## config.mk

```make
export PLATFORM = sky130hd
export DESIGN_NAME = capture_sequencer_flat
export DESIGN_NICKNAME = d
export VERILOG_FILES = /design/src/rtl/capture_sequencer_if.sv /design/src/rtl/capture_sequencer.sv /design/src/flat_wrapper.sv
export SDC_FILE = /design/constraint.sdc
export NUM_CORES = 1
export LEC_CHECK = 0
export CORE_ASPECT_RATIO = 0.75
export CORE_MARGIN = 1.5
export CORE_UTILIZATION = 56
export CTS_BUF_LIST = sky130_fd_sc_hd__clkbuf_8
export DETAILED_ROUTE_END_ITERATION = 12
export DONT_BUFFER_PORTS = 1
export GPL_ROUTABILITY_DRIVEN = 0
export GPL_TIMING_DRIVEN = 0
export PLACE_DENSITY = 0.84
export RECOVER_POWER = 100
export SYNTH_ARGS = -nofsm -noshare
export SYNTH_HDL_FRONTEND = slang
export SYNTH_SLANG_ARGS = --single-unit
```

## constraint.sdc

```tcl
create_clock -name clk -period 2 [get_ports clk]
set_clock_uncertainty 0.05 [all_clocks]
set_input_delay 0.4 -clock clk [delete_from_list [all_inputs] [get_ports clk]]
set_output_delay 0.4 -clock clk [all_outputs]
set_load 0.02 [all_outputs]
```

## src/rtl/capture_sequencer_if.sv

```systemverilog
// ---------------------------------------------------------------------------
// capture_sequencer_if
//   Bundle of signals between the capture sequencer and its surroundings:
//   the synchronised ADC/comparator inputs, the host control and status
//   lines, the ping-pong buffer write port, and the debug state code.
//
//   master : the capture sequencer (drives the buffer port and status).
//   slave  : the environment (ADC front end, FSMC host, buffer RAM).
//
//   Signals
//     sample_valid, sync_adc_data   ADC sample strobe and data
//     stable, sync_signal_in        front-end settled, comparator wave
//     arm, continuous, abort        acquisition control
//     host_lock                     host read in progress
//     buf_we, buf_bank, buf_waddr,
//     buf_wdata                     buffer RAM write port
//     rd_bank, frame_ready          bank handed to the host, frame flag
//     overrun_cnt, frame_cnt        dropped-sample and frame counters
//     state                         FSM state code
// ---------------------------------------------------------------------------
interface capture_sequencer_if #(
  parameter int DATA_WIDTH = 12,
  parameter int ADDR_WIDTH = 10
);
  logic                  sample_valid;
  logic [DATA_WIDTH-1:0] sync_adc_data;
  logic                  stable;
  logic                  sync_signal_in;
  logic                  arm;
  logic                  continuous;
  logic                  abort;
  logic                  host_lock;

  logic                  buf_we;
  logic                  buf_bank;
  logic [ADDR_WIDTH-1:0] buf_waddr;
  logic [DATA_WIDTH-1:0] buf_wdata;
  logic                  rd_bank;
  logic                  frame_ready;
  logic [15:0]           overrun_cnt;
  logic [15:0]           frame_cnt;
  logic [2:0]            state;

  modport master (
    input  sample_valid, sync_adc_data, stable, sync_signal_in,
           arm, continuous, abort, host_lock,
    output buf_we, buf_bank, buf_waddr, buf_wdata,
           rd_bank, frame_ready, overrun_cnt, frame_cnt, state
  );

  modport slave (
    output sample_valid, sync_adc_data, stable, sync_signal_in,
           arm, continuous, abort, host_lock,
    input  buf_we, buf_bank, buf_waddr, buf_wdata,
           rd_bank, frame_ready, overrun_cnt, frame_cnt, state
  );
endinterface

```

## src/rtl/capture_sequencer.sv

```systemverilog
// ---------------------------------------------------------------------------
// capture_sequencer
//   Control FSM that sequences ADC capture into a ping-pong sample buffer.
//   Waits for a rising edge of the comparator wave, writes one frame of
//   2**ADDR_WIDTH samples into the active write bank, then hands that bank
//   to the host. The hand-over waits while the host holds the read bank;
//   samples arriving in that window are dropped and counted as overrun.
//
//   Ports
//     clk    system clock
//     rst_n  asynchronous active-low reset
//     bus    capture_sequencer_if.master (inputs, buffer port, status)
//
//   State codes: 0 IDLE, 1 WAIT_TRIG, 2 CAPTURE, 3 SWAP_WAIT.
//
//   Optional feature (macro CAPTURE_SEQUENCER_AUTO_TRIG_EN):
//     when defined, WAIT_TRIG counts samples taken while stable and forces
//     a trigger after AUTO_TRIG_SAMPLES of them; the AUTO_TRIG_SAMPLES
//     parameter exists only in that build. When undefined, WAIT_TRIG waits
//     for a comparator edge indefinitely.
// ---------------------------------------------------------------------------
module capture_sequencer #(
  parameter int DATA_WIDTH = 12,
  parameter int ADDR_WIDTH = 10
`ifdef CAPTURE_SEQUENCER_AUTO_TRIG_EN
  ,
  parameter int AUTO_TRIG_SAMPLES = 4096
`endif
) (
  input logic                 clk,
  input logic                 rst_n,
  capture_sequencer_if.master bus
);

  typedef enum logic [2:0] {
    ST_IDLE      = 3'd0,
    ST_WAIT_TRIG = 3'd1,
    ST_CAPTURE   = 3'd2,
    ST_SWAP_WAIT = 3'd3
  } state_t;

  localparam logic [ADDR_WIDTH-1:0] LastAddr = '1;

  state_t                state_q;
  logic                  sig_d;
  logic                  trig_rise;
  logic                  host_lock_d;
  logic [ADDR_WIDTH-1:0] waddr_q;
  logic                  buf_bank_q;
  logic                  rd_bank_q;
  logic                  frame_ready_q;
  logic [15:0]           overrun_q;
  logic [15:0]           frame_cnt_q;
  logic                  vld_p1;
  logic [ADDR_WIDTH-1:0] waddr_p1;
  logic [DATA_WIDTH-1:0] wdata_p1;
  logic                  auto_fire;

  function automatic logic [15:0] sat_inc16(input logic [15:0] v);
    return (v == 16'hFFFF) ? v : v + 16'd1;
  endfunction

`ifdef CAPTURE_SEQUENCER_AUTO_TRIG_EN
  localparam int AtW = $clog2(AUTO_TRIG_SAMPLES + 1);
  localparam logic [AtW-1:0] AtLast = AtW'(AUTO_TRIG_SAMPLES - 1);

  logic [AtW-1:0] at_cnt;

  // Fires on the sample that brings the count up to AUTO_TRIG_SAMPLES.
  assign auto_fire = (state_q == ST_WAIT_TRIG) & bus.stable &
                     bus.sample_valid & (at_cnt == AtLast);

  // Outside WAIT_TRIG the counter is held at zero, so every visit to
  // WAIT_TRIG starts a fresh count.
  always_ff @(posedge clk or negedge rst_n) begin
    if (!rst_n) begin
      at_cnt <= '0;
    end else if (state_q != ST_WAIT_TRIG) begin
      at_cnt <= '0;
    end else if (bus.stable && bus.sample_valid) begin
      at_cnt <= at_cnt + AtW'(1);
    end
  end
`else
  assign auto_fire = 1'b0;
`endif

  // Stage p0 -> p1: sample strobe and data registered onto the write port.
  always_ff @(posedge clk or negedge rst_n) begin
    if (!rst_n) begin
      state_q       <= ST_IDLE;
      sig_d         <= 1'b0;
      trig_rise     <= 1'b0;
      host_lock_d   <= 1'b0;
      waddr_q       <= '0;
      buf_bank_q    <= 1'b0;
      rd_bank_q     <= 1'b1;
      frame_ready_q <= 1'b0;
      overrun_q     <= '0;
      frame_cnt_q   <= '0;
      vld_p1        <= 1'b0;
      waddr_p1      <= '0;
      wdata_p1      <= '0;
    end else begin
      sig_d       <= bus.sync_signal_in;
      trig_rise   <= bus.sync_signal_in & ~sig_d;
      host_lock_d <= bus.host_lock;
      vld_p1      <= 1'b0;

      // Host starting a read consumes the flag; a swap in this same
      // cycle (below) assigns it later and therefore wins.
      if (bus.host_lock && !host_lock_d) begin
        frame_ready_q <= 1'b0;
      end

      if (bus.abort) begin
        state_q <= ST_IDLE;
        waddr_q <= '0;
      end else begin
        unique case (state_q)
          ST_IDLE: begin
            if (bus.arm || bus.continuous) begin
              state_q <= ST_WAIT_TRIG;
            end
          end

          ST_WAIT_TRIG: begin
            // A sample arriving in the trigger cycle is not written.
            if ((bus.stable && trig_rise) || auto_fire) begin
              state_q <= ST_CAPTURE;
              waddr_q <= '0;
            end
          end

          ST_CAPTURE: begin
            if (!bus.stable) begin
              // Front end lost lock: drop the partial frame, same bank.
              state_q <= ST_WAIT_TRIG;
              waddr_q <= '0;
            end else if (bus.sample_valid) begin
              vld_p1   <= 1'b1;
              waddr_p1 <= waddr_q;
              wdata_p1 <= bus.sync_adc_data;
              waddr_q  <= waddr_q + 1'b1;
              if (waddr_q == LastAddr) begin
                state_q <= ST_SWAP_WAIT;
              end
            end
          end

          ST_SWAP_WAIT: begin
            if (!bus.host_lock) begin
              buf_bank_q    <= ~buf_bank_q;
              rd_bank_q     <= buf_bank_q;
              frame_ready_q <= 1'b1;
              frame_cnt_q   <= frame_cnt_q + 16'd1;
              state_q       <= bus.continuous ? ST_WAIT_TRIG : ST_IDLE;
            end else if (bus.sample_valid) begin
              overrun_q <= sat_inc16(overrun_q);
            end
          end

          default: state_q <= ST_IDLE;
        endcase
      end
    end
  end

  assign bus.buf_we      = vld_p1;
  assign bus.buf_bank    = buf_bank_q;
  assign bus.buf_waddr   = waddr_p1;
  assign bus.buf_wdata   = wdata_p1;
  assign bus.rd_bank     = rd_bank_q;
  assign bus.frame_ready = frame_ready_q;
  assign bus.overrun_cnt = overrun_q;
  assign bus.frame_cnt   = frame_cnt_q;
  assign bus.state       = state_q;

endmodule

```

## src/flat_wrapper.sv

```systemverilog
// flat-port wrapper written by rule: the top's interface ports become plain ports
module capture_sequencer_flat 
#(
  parameter int DATA_WIDTH = 12,
  parameter int ADDR_WIDTH = 10

)
  (clk, rst_n, bus_sample_valid, bus_sync_adc_data, bus_stable, bus_sync_signal_in, bus_arm, bus_continuous, bus_abort, bus_host_lock, bus_buf_we, bus_buf_bank, bus_buf_waddr, bus_buf_wdata, bus_rd_bank, bus_frame_ready, bus_overrun_cnt, bus_frame_cnt, bus_state);
  capture_sequencer_if #(.DATA_WIDTH(DATA_WIDTH), .ADDR_WIDTH(ADDR_WIDTH)) bus_i ();
  input logic clk;
  input logic rst_n;
  input wire logic [$bits(bus_i.sample_valid)-1:0] bus_sample_valid;
  input wire logic [$bits(bus_i.sync_adc_data)-1:0] bus_sync_adc_data;
  input wire logic [$bits(bus_i.stable)-1:0] bus_stable;
  input wire logic [$bits(bus_i.sync_signal_in)-1:0] bus_sync_signal_in;
  input wire logic [$bits(bus_i.arm)-1:0] bus_arm;
  input wire logic [$bits(bus_i.continuous)-1:0] bus_continuous;
  input wire logic [$bits(bus_i.abort)-1:0] bus_abort;
  input wire logic [$bits(bus_i.host_lock)-1:0] bus_host_lock;
  output wire logic [$bits(bus_i.buf_we)-1:0] bus_buf_we;
  output wire logic [$bits(bus_i.buf_bank)-1:0] bus_buf_bank;
  output wire logic [$bits(bus_i.buf_waddr)-1:0] bus_buf_waddr;
  output wire logic [$bits(bus_i.buf_wdata)-1:0] bus_buf_wdata;
  output wire logic [$bits(bus_i.rd_bank)-1:0] bus_rd_bank;
  output wire logic [$bits(bus_i.frame_ready)-1:0] bus_frame_ready;
  output wire logic [$bits(bus_i.overrun_cnt)-1:0] bus_overrun_cnt;
  output wire logic [$bits(bus_i.frame_cnt)-1:0] bus_frame_cnt;
  output wire logic [$bits(bus_i.state)-1:0] bus_state;
  assign bus_i.sample_valid = bus_sample_valid;
  assign bus_i.sync_adc_data = bus_sync_adc_data;
  assign bus_i.stable = bus_stable;
  assign bus_i.sync_signal_in = bus_sync_signal_in;
  assign bus_i.arm = bus_arm;
  assign bus_i.continuous = bus_continuous;
  assign bus_i.abort = bus_abort;
  assign bus_i.host_lock = bus_host_lock;
  assign bus_buf_we = bus_i.buf_we;
  assign bus_buf_bank = bus_i.buf_bank;
  assign bus_buf_waddr = bus_i.buf_waddr;
  assign bus_buf_wdata = bus_i.buf_wdata;
  assign bus_rd_bank = bus_i.rd_bank;
  assign bus_frame_ready = bus_i.frame_ready;
  assign bus_overrun_cnt = bus_i.overrun_cnt;
  assign bus_frame_cnt = bus_i.frame_cnt;
  assign bus_state = bus_i.state;
  capture_sequencer #(.DATA_WIDTH(DATA_WIDTH), .ADDR_WIDTH(ADDR_WIDTH)) u_core (.clk(clk), .rst_n(rst_n), .bus(bus_i));
endmodule
```

==> impl_metrics.py <==
metrics = {
    "critical_path": {
        "crit_family": "simple AND/OR/NAND/NOR gates",
        "reg2reg_depth": 4,
        "reg2reg_from": "u_core.bus.overrun_cnt[5]",
        "crit_path_max_fanout": 6,
        "crit_slowest_cell": "dfrtp_1",
        "crit_buf_inv": 0,
        "critical_path_class": "flip-flop to flip-flop",
        "worstPathRequired_ns": 2.18,
        "path_cells": "nand4_1, or4_4, and2_4, mux2_4",
        "endpoint_kind": "flip-flop",
        "rrSetupSlack_ns": -0.03,
        "reg2reg_to": "u_core.bus.overrun_cnt[1]",
        "critPathMaxStageDelay_ns": 0.57,
        "start_kind": "flip-flop",
        "arrival_ns": 2.20,
    },
    "yosys": {
        "synth_area_leader_cell": "dfrtp_1",
        "synth_compound_gate_area_share": 0.0623,
        "ys_top_cells_by_area": "dfrtp_1 (55%), nand2_1 (10%), xnor2_1 (6.4%), nand4_1 (2.7%), nand3_1 (2.3%)",
        "synth_fa_ha_area_frac": 0.0114,
        "synthArstFlopShare": 1.00,
        "synth_cell_types": 49,
        "synth-seq-cells": 73,
        "syn_avg_cell_area_sq_um": 10.0,
        "synth_top_family_by_area": "simple AND/OR/NAND/NOR gates",
        "synth_top_area_share": 0.547,
        "syn_nets": 352,
        "ys_warn_count": 0,
        "synthMuxAreaShare": 0.0114,
        "syn_area_sq_mm": 0.00330,
        "synth_edf_count": 0,
        "yosys.area_share.simple": 0.256,
        "syn_inst": 328,
        "ys_seq_area_frac": 0.555,
        "synth_xor_area_frac": 0.0771,
        "ys.flop_type": "dfrtp_1",
    },
    "routing": {
        "detailroute.via_count": 2471,
        "wl_per_cell_microns": 16.7,
        "drc_errors": 0,
        "routed_wl_mm": 7.11,
        "dr.pass1.iters": 6,
        "drt-initial-drc-count": 133,
        "via_per_inst": 5.79,
        "ant_nets": 0,
    },
    "timing": {
        "clock.fmax_mhz": 493,
        "min_period_ns": 2.03,
        "drv_slew": 0,
        "rsz0062_at_grt": "yes",
        "fin_ws_ns": -0.0283,
        "hold_ws_ns": -0.308,
        "setup_viol": 2,
        "finalCritPeriodShare": 1.01,
        "finalHoldViolations": 73,
    },
    "cells_and_area": {
        "antenna_cells": 0,
        "drive_above_1_share": 0.151,
        "area_delta_synth_final_pct": 13.9,
        "design_area_sq_mm": 0.00375,
        "multi_input_area_sq_mm": 0.00144,
        "fillCellCount": 422,
        "final_nets": 372,
        "regArea_sq_mm": 0.00183,
    },
    "power": {
        "p_leak_nw": 1.80,
        "worst_ir_drop_vdd_uv": 663,
        "power_density_mw_per_mm2": 849,
    },
    "clock_tree": {
        "clk_pin_slew_worst_paths_ns": 0.08,
        "clkLatencyLatePin_ns": 0.34,
        "clk_path_buf_depth": 2,
        "cts_sinks": 73,
        "h-tree-depth": 3,
        "cts_buffers": 9,
        "cts_tree": "built",
        "clockRootBuffer": "clkbuf_8",
    },
    "run_status": {
        "status": "finished, violations left",
        "violations": "negative hold slack, negative setup slack",
    },
    "run": {
        "cap_violations": 0,
    },
    "floorplan": {
        "core_area_sq_mm": 0.00550,
        "dieArea_sq_mm": 0.00636,
        "die_h_microns": 69.4,
        "start_util": 0.600,
        "die_x_microns": 91.6,
        "pin_count": 82,
        "rows": 23,
    },
    "min_path": {
        "hold_path_class": "primary input to asynchronous set/reset pin",
    },
    "placed_design": {
        "numPortBuffers": 0,
        "dp_hpwl_mm": 4.75,
        "placed_cell_area_sq_mm": 0.00340,
    },
    "grt": {
        "grt_use_total": 0.232,
        "grt-ovfl-total": 0,
        "grt_pass1_vias": 2335,
        "grt_pass1_wl_mm": 11.6,
        "grt_max_degree": 74,
        "antenna_found_initial": 0,
    },
}
[synth_stat cells (4+ instances only)]
cell and number:
or3_1 4, and2_1 4, buf_2 5, a21oi_1 9
nor2_1 8, nand2_1 89, inv_1 5, nand3_1 15
nor2b_1 4, o21ai_0 14, xor2_1 5, dfrtp_1 72
and3_1 8, nand4_1 14, xnor2_1 24
[worst max path at each step]
stage | startpoint | end | slack (ns) | cells past startpoint
global route | u_core.bus.overrun_cnt[0] | u_core.bus.overrun_cnt[1] | -0.06 | 5
detailed placement | u_core.bus.state[1] | u_core.bus.frame_cnt[10] | -0.14 | 6
CTS | u_core.bus.overrun_cnt[0] | u_core.bus.overrun_cnt[1] | -0.03 | 5
global placement | u_core.bus.state[1] | u_core.bus.frame_cnt[12] | -0.08 | 6
finish | u_core.bus.overrun_cnt[5] | u_core.bus.overrun_cnt[1] | -0.03 | 4
floorplan | u_core.bus.overrun_cnt[1] | u_core.bus.overrun_cnt[1] | -0.001 | 6
[final cells by class]
class                   count  share of cell area
flip-flops and latches     73               0.488
multi-input cells         238               0.384
clock buffers               9              0.0330
clock inverters             6              0.0287
well taps                  75              0.0250
repair buffers             11              0.0190
plain buffers               9              0.0147
inverters                   6             0.00700
[flip-flops by register name, summed over array words and instances (netlist names), 2 cells and up]
register / count
u_core.bus.overrun_cnt: 16
u_core.waddr_q: 10
u_core.bus.frame_cnt: 16
u_core.bus.buf_waddr: 10
u_core.bus.buf_wdata: 12
u_core.bus.state: 2
[report_power, final]
group          internal [W]  total [W]  switching, W
Clock              0.000817    0.00134      0.000525
Sequential          0.00154    0.00168      0.000142
Combinational     0.0000838   0.000164     0.0000803
Total               0.00244    0.00319      0.000747
[logic make-up (layout without fill, tap and decap cells)]
family / after synthesis / after routing
mux: 3 / 3
flops: 73 / 73
fa+ha+maj: 3 / 3
xor+xnor: 29 / 29
simple gates: 168 / 168
compound gates: 34 / 34
buf+inv: 17 / 41
other cells: 1 / 1
[through the flow]
step	util	total power, W	setup TNS [ns]	cells	setup slack, ns
after floorplan	-	0.00180	-0.000974	328	-0.000974
after global placement	0.619	0.00183	-0.476	403	-0.0823
after detailed placement	0.619	0.00185	-1.26	403	-0.140
after CTS	0.673	0.00319	-0.0314	423	-0.0262
after global routing	0.683	0.00330	-0.330	427	-0.0595
final	0.683	0.00319	-0.0360	427	-0.0283
[repair_timing]
item	CTS	global route
buffers inserted	6	5
endpoints found under the hold margin	73	73
setup endpoints to repair	32	43
pin swaps	4	5
resized for setup	6	10
[placed cells by master, fill, tap and decap left out, drive strengths merged, types with 2 or more instances in the layout]
| master | instances |
|---|---|
| nand2 | 89 |
| clkbuf | 18 |
| o31ai | 2 |
| xnor2 | 24 |
| nor2 | 8 |
| and2 | 5 |
| nand4 | 14 |
| nor3 | 3 |
| or3 | 4 |
| buf | 11 |
| clkinv | 2 |
| xor2 | 5 |
| clkinvlp | 2 |
| nand4bb | 2 |
| nand3 | 16 |
| ha | 3 |
| a211o | 2 |
| mux2 | 3 |
| dfrtp | 72 |
| or4 | 2 |
| a21oi | 9 |
| o21ai | 14 |
| and3 | 9 |
| nor2b | 4 |
| inv | 5 |
| and4 | 2 |
| nor4 | 4 |
| bufinv | 3 |
[layer usage]
layer | GRT usage | wire length [microns] | vias to the layer above
met5 | 0 | 0 | -
met2 | 0.348 | 3300 | 97
met3 | 0.0998 | 588 | 8
met4 | 0.0521 | 55 | 0
li1 | - | - | 1165
met1 | 0.315 | 3170 | 1201
Power figures use the tool's default switching activity.
